[src/rtl/flt2int.sv]
// flt2int: sequential half-precision float to 16-bit signed integer converter.
// A five-state FSM classifies the captured operand, aligns the significand
// one bit per cycle, applies the sign and pulses done for one cycle.
// Out-of-range operands saturate to 0x7FFF / 0x8000; in-range results
// truncate toward zero.
module flt2int #(
  parameter int BIAS = 15
) (
  input  logic               clk,
  input  logic               reset,
  input  logic               start,
  input  logic [15:0]        flt_in,
  output logic signed [15:0] int_out,
  output logic               done
);

  typedef enum logic [2:0] {
    IDLE     = 3'd0,
    CLASSIFY = 3'd1,
    SHIFT    = 3'd2,
    SIGN     = 3'd3,
    DONE     = 3'd4
  } state_t;

  // Exponent thresholds: below EXP_ONE the value is under 1.0, at or above
  // EXP_SAT it no longer fits a signed 16-bit integer, and EXP_UNIT is the
  // exponent at which {1,m} already sits at integer weight (no shift).
  localparam logic [5:0]        EXP_ONE  = 6'(BIAS);
  localparam logic [5:0]        EXP_SAT  = 6'(BIAS + 15);
  localparam logic signed [7:0] EXP_UNIT = 8'(BIAS + 10);

  state_t       state;
  logic         sign_r;
  logic [4:0]   exp_r;
  logic [9:0]   man_r;
  logic [15:0]  mag_r;
  logic [3:0]   cnt_r;
  logic         dir_left_r;

  logic               is_zero;
  logic               is_sat;
  logic signed [7:0]  e_rel;
  logic               left_cls;
  logic [3:0]         n_cls;

  // Saturated result for an operand whose magnitude exceeds the integer range.
  function automatic logic signed [15:0] saturate(input logic s);
    return s ? 16'sh8000 : 16'sh7FFF;
  endfunction

  // Sign application: two's complement of the aligned magnitude when negative.
  function automatic logic signed [15:0] apply_sign(input logic s,
                                                    input logic [15:0] mag);
    return s ? $signed(~mag + 16'd1) : $signed(mag);
  endfunction

  // Classification of the captured exponent and derivation of shift amount.
  always_comb begin
    is_zero  = ({1'b0, exp_r} < EXP_ONE);
    is_sat   = ({1'b0, exp_r} >= EXP_SAT);
    e_rel    = $signed({3'b000, exp_r}) - EXP_UNIT;
    left_cls = (e_rel > 8'sd0);
    n_cls    = left_cls ? e_rel[3:0] : 4'(-e_rel);
  end

  // Conversion FSM with registered result and working registers.
  always_ff @(posedge clk) begin
    if (!reset) begin
      state      <= IDLE;
      int_out    <= '0;
      sign_r     <= 1'b0;
      exp_r      <= '0;
      man_r      <= '0;
      mag_r      <= '0;
      cnt_r      <= '0;
      dir_left_r <= 1'b0;
    end else begin
      case (state)
        IDLE: begin
          if (start) begin
            sign_r <= flt_in[15];
            exp_r  <= flt_in[14:10];
            man_r  <= flt_in[9:0];
            state  <= CLASSIFY;
          end
        end
        CLASSIFY: begin
          if (is_zero) begin
            int_out <= '0;
            state   <= DONE;
          end else if (is_sat) begin
            int_out <= saturate(sign_r);
            state   <= DONE;
          end else begin
            mag_r      <= {5'b00000, 1'b1, man_r};
            cnt_r      <= n_cls;
            dir_left_r <= left_cls;
            state      <= (n_cls != 4'd0) ? SHIFT : SIGN;
          end
        end
        SHIFT: begin
          // Right shifts drop fraction bits: truncation toward zero.
          mag_r <= dir_left_r ? {mag_r[14:0], 1'b0} : {1'b0, mag_r[15:1]};
          cnt_r <= cnt_r - 4'd1;
          if (cnt_r == 4'd1) begin
            state <= SIGN;
          end
        end
        SIGN: begin
          int_out <= apply_sign(sign_r, mag_r);
          state   <= DONE;
        end
        DONE: begin
          state <= IDLE;
        end
        default: begin
          state <= IDLE;
        end
      endcase
    end
  end

  assign done = (state == DONE);

endmodule

[config.mk]
export PLATFORM = sky130hd
export DESIGN_NAME = flt2int
export DESIGN_NICKNAME = d
export VERILOG_FILES = /design/src/rtl/flt2int.sv
export SDC_FILE = /design/constraint.sdc
export NUM_CORES = 1
export LEC_CHECK = 0
export CORE_ASPECT_RATIO = 0.7
export CORE_UTILIZATION = 51
export CTS_CLUSTER_DIAMETER = 50
export DETAILED_ROUTE_END_ITERATION = 8
export HOLD_SLACK_MARGIN = 0.02
export PLACE_DENSITY_LB_ADDON = 0.15
export SLEW_MARGIN = 10
export SYNTH_ARGS = -nofsm -noshare
export SYNTH_HDL_FRONTEND = slang
export SYNTH_SLANG_ARGS = --single-unit
[constraint.sdc]
create_clock -name clk -period 2 [get_ports clk]
set_input_delay 0.5 -clock clk [delete_from_list [all_inputs] [get_ports clk]]
set_output_delay 0.5 -clock clk [all_outputs]
set_load 0.02 [all_outputs]
[Yosys cells after proc, flatten, opt, wreduce, memory -nomap -nowiden]
Index checks and enable logic that the tools add are counted.
Word-level totals
  register bits after elaboration: 56
Cells by class
  add/subtract/negate cells: 4
  $lt $le $gt $ge: 3
  eq/ne operators: 10
  muxes and demuxes: 19
  bitwise logic cells: 3
  reduce and logical (&&, ||, !) cells: 9
Operator list (number)
  2-to-1 mux 16 bit: 7
  one-hot mux 16 bit (2 select lines): 2
  adder 16 x 1 -> 16 bit (second input constant): 1
  NOT 16 bit: 1
  2-to-1 mux 3 bit: 4
  2-to-1 mux 4 bit: 3
  one-hot mux 3 bit (4 select lines): 1
  != test 2 bit (second input constant): 4
  one-hot mux 4 bit (2 select lines): 1
  == test 3 x 2 -> 1 bit (second input constant): 2
  > comparator 6 x 1 -> 1 bit (second input constant): 1
  AND reduction 2 bit: 3
  AND reduction 3 bit: 2
  subtractor 5 x 5 -> 6 bit (second input constant): 1
  >= comparator 5 bit (second input constant): 1
  less-than comparator 5 x 4 -> 1 bit (second input constant): 1
  == test 4 x 1 -> 1 bit (second input constant): 1
  negator 4 bit: 1
  nonzero test 2 bit: 2
  nonzero test 4 bit: 1
  subtractor 4 x 1 -> 4 bit (second input constant): 1
  == test 3 x 1 -> 1 bit (second input constant): 1
  == test 3 bit (second input constant): 1
  zero test 3 bit: 1
  3 further kinds: 4

[Depth between registers and ports, before layout]
  depth after elaboration: 8
  depth in mapped cells: 8

[Worst setup path before layout]
No wires, ideal clock.
  path kind: reg-to-reg
  from: reg exp_r[0]
  to: reg cnt_r[1]
  library setup time: 116 ps
  arrival: 2010 ps
  data required time: 1884 ps
  path slack: -127 ps
  stages on the path, launching flop included: 8
  path buffers: 1
  cell sequence: dfxtp_1 clkbuf_1 inv_1 ha_1 xnor2_1 a21boi_0 a2111o_1 a41o_1
Between the ends
  longest elaborated chain between the ends: 6
RTL lines
  from (decl): RTL line 34  | logic [4:0] exp_r;
  from (signal assigned): RTL line 82  | exp_r <= flt_in[14:10];
  subtractor 5 x 5 -> 6 bit: RTL line 61  | e_rel = $signed({3'b000, exp_r}) - EXP_UNIT;
  > comparator 6 x 1 -> 1 bit / negator 4 bit (equally long branches): RTL line 62, 63
  2-to-1 mux 4 bit: RTL line 63  | n_cls = left_cls ? e_rel[3:0] : 4'(-e_rel);
  2-to-1 mux 4 bit: RTL line 91  | end else if (is_sat) begin
  2-to-1 mux 4 bit: RTL line 88  | if (is_zero) begin
  one-hot mux 4 bit (2 select lines): RTL line 78  | case (state)
  to (signal assigned): RTL line 96  | cnt_r <= n_cls;
  to (signal assigned): RTL line 104  | cnt_r <= cnt_r - 4'd1;
  to (decl): RTL line 37  | logic [3:0] cnt_r;
Parallel ways exist; a longest one is shown, timed or not. The select of a mux whose other input is x is not followed.
A chain may end at the register's enable or synchronous reset.

[Worst setup path in the final report]
  from: reg exp_r[4]
  to: reg cnt_r[1]
Between the ends
  longest elaborated chain between the ends: 6
RTL lines
  subtractor 5 x 5 -> 6 bit: RTL line 61
  > comparator 6 x 1 -> 1 bit: RTL line 62  | left_cls = (e_rel > 8'sd0);
  2-to-1 mux 4 bit: RTL line 63
  2-to-1 mux 4 bit: RTL line 91
  2-to-1 mux 4 bit: RTL line 88
  one-hot mux 4 bit (2 select lines): RTL line 78
Parallel ways exist; a longest one is shown, timed or not. The select of a mux whose other input is x is not followed.

==> results.ini <==
[run_status]
status=completed

[global_route]
grt_pass1_wl_um=13900
gr-usage-met2=0.438
grt_pass1_vias=2943
track_usage=0.263
gr-usage-met3=0.0363
grt_antenna_before_repair=0
grt_max_degree=24
top_usage_layer=met2
overflow=0
grtUsageMet1=0.352

[yosys]
synth_fp_nets=414
synth-seq-cells=56
synthSimpleGateAreaFrac=0.220
ys_top_cells_by_area=dfxtp_1 (35%), a21oi_1 (6.4%), nand2_1 (5.2%)
synth.avg_cell_area_um2=8.31
synth_top_family_by_area=compound AO/OA/AOI/OAI gates
synth_xor_xnor_area_share=0.0109
yosysTopAreaCell=dfxtp_1
synth.top_cell.area_share=0.348
async_flop_share=0
synth_area_um2=3220
netlist_instances=388
ys_types=71
yosys.area_share.adder=0.0272
yosysWarnings=0
synthMuxAreaShare=0.0504
ys_seq_area_frac=0.348
synthFlopType=dfxtp_1
synth_edf_count=0
synth_common_cells=dfxtp_1 (56), nand2_1 (45), a21oi_1 (41), o21ai_0 (24), nor2_1 (20)
post-synth-top-count-cell=dfxtp_1
synth_compound_area_frac=0.276

[cells_and_area]
antenna_cells=0
drive_gt1_frac=0.169
design_area_um2=3900
fin_cells=506
fill_cells=512
utilization=0.662
syn2layout_area_growth_pct=21.1
nets=456

[cts]
cts_buffers=5
path_clk_slew_ns=0.10
clockRootBuffer=clkbuf_8
cts_setup_buffers=0
clock_latency_ns=0.32
htreeDepth=2
clockBufferDepth=2
clock-sinks=56
cts_tree=done
holdBufCountCts=0

[drt]
firstDrtPassIters=5
wire_per_inst_um=16.4
vias_per_cell=6.17
drt_wl_total_um=8320
first_iter_violations=214
vias=3124
drc=0
ant_nets=0

[placed_design]
port_buffers=35
placed_area_um2=3790
hpwlAfterDp_um=6020
place.gp.congestion=0.832
dp_cells=498

[critical_path]
path_class=register to register
crit_chain=or4b_4, o221ai_4, nor3_1, a41o_1
critPathRequiredTime_ns=2.21
critical_path.max_fanout=13
start_kind=register
crit_buf_inv=0
endpoint_kind=register
reg2reg_depth=4
reg2reg_to=cnt_r[1]
cp_slowest_cell=or4b_4
max_stage_delay_ns=0.64
path_delay_family=simple AND/OR/NAND/NOR gates
r2r-start=exp_r[4]
crit_arrival_ns=2.08
r2r_slack_ns=0.13

[die]
initial_utilization=0.547
die_y_um=68.5
dieArea_um2=6650
core_um2=5900
die_w_um=97.0
rows=23
pin_count=36

[timing]
hold_viol_final=0
setup_viol=0
drv_slew=0
max_slew_margin=0.693
worstMarginPinSlew_ns=0.460
fmax_mhz=536
rsz0062_at_grt=false
min_period_ns=1.87
min_period_over_period=0.934
finClkSkew_ns=0.00874
fin_tns_setup_ns=0

[power]
power.total_uw=2640
peakVddDrop_uv=394
p_per_area_nw_per_um2=675
p_leak_uw=0.00139

[min_path]
whs_path_depth=2
min_from=man_r[1]
hold_end=man_r[1]
hold_class=register to register

[job]
drv_cap=0

-- cells in the final DEF, fill, tap and decap left out, types with 9 or more instances in the layout --
master / count
or3_1: 9
clkdlybuf4s50_1: 34
inv_1: 13
buf_4: 35
a21oi_1: 41
nor3_1: 10
nand2_1: 45
mux2i_1: 14
nor2_1: 20
a31oi_1: 10
o21ai_0: 24
dfxtp_1: 54
-- cell type report --
class,instances,area [um^2],area share
flip-flops and latches,56,1120,0.288
multi-input cells,282,1890,0.484
well taps,75,93.8,0.0240
inverters,14,52.6,0.0135
clock inverters,2,38.8,0.00994
clock buffers,6,72.6,0.0186
repair buffers,71,632,0.162
-- worst max path at each step --
stage,startpoint,end,slack (ns),depth (start not counted)
floorplan,exp_r[0],int_out[9],0.03,8
finish,exp_r[4],cnt_r[1],0.13,4
global route,exp_r[1],cnt_r[2],0.003,7
CTS,state[0],cnt_r[1],0.11,4
global placement,reset,cnt_r[2],0.11,5
detailed placement,reset,cnt_r[2],0.05,5
-- metrics by stage --
| stage | setup slack, ns | hold slack [ns] |
|---|---|---|
| 2_1_floorplan | 0.0288 | 0.433 |
| 3_3_place_gp | 0.110 | 0.448 |
| 3_5_place_dp | 0.0474 | 0.453 |
| 4_1_cts | 0.107 | 0.468 |
| 5_1_grt | 0.00305 | 0.498 |
| 6_report | 0.133 | 0.465 |
-- repair_timing --
| action | CTS | global route |
|---|---|---|
| setup endpoints to repair | 1 | 5 |
| pin swaps | 0 | 0 |
| resized for setup | 1 | 2 |
-- cells by family (layout without fill, tap and decap cells) --
| logic type | after synthesis | after routing |
|---|---|---|
| adders and majority gates | 7 | 7 |
| xor gates and xnor gates | 4 | 4 |
| and+or+nand+nor | 129 | 129 |
| DFF | 56 | 56 |
| muxes | 16 | 16 |
| buffers and inverters | 50 | 93 |
| AOI/OAI and AO/OA | 126 | 126 |
-- state kept, by name, indices dropped and copies added, names as in the netlist --
signal	cells
cnt_r	4
dir_left_r	1
exp_r	5
int_out	16
mag_r	16
man_r	10
sign_r	1
state	3
-- per-layer routing --
| metal | vias to the layer above | wire, um |
|---|---|---|
| met5 | - | 0 |
| met3 | 12 | 416 |
| met4 | 0 | 106 |
| met1 | 1492 | 4060 |
| li1 | 1514 | - |
| met2 | 106 | 3740 |
-- tightest hold or removal path, stage by stage, from the launching register on --
cell and delay, ns:
dfxtp_1 0.33, nand2_1 0.05, a21oi_1 0.05
-- report_power, final --
group / switching (uW) / internal [uW]
Sequential: 72.2 / 1190
Clock: 382 / 379
Combinational: 327 / 289
Total: 782 / 1850
Note: power is estimated with default switching activity, not from simulation.
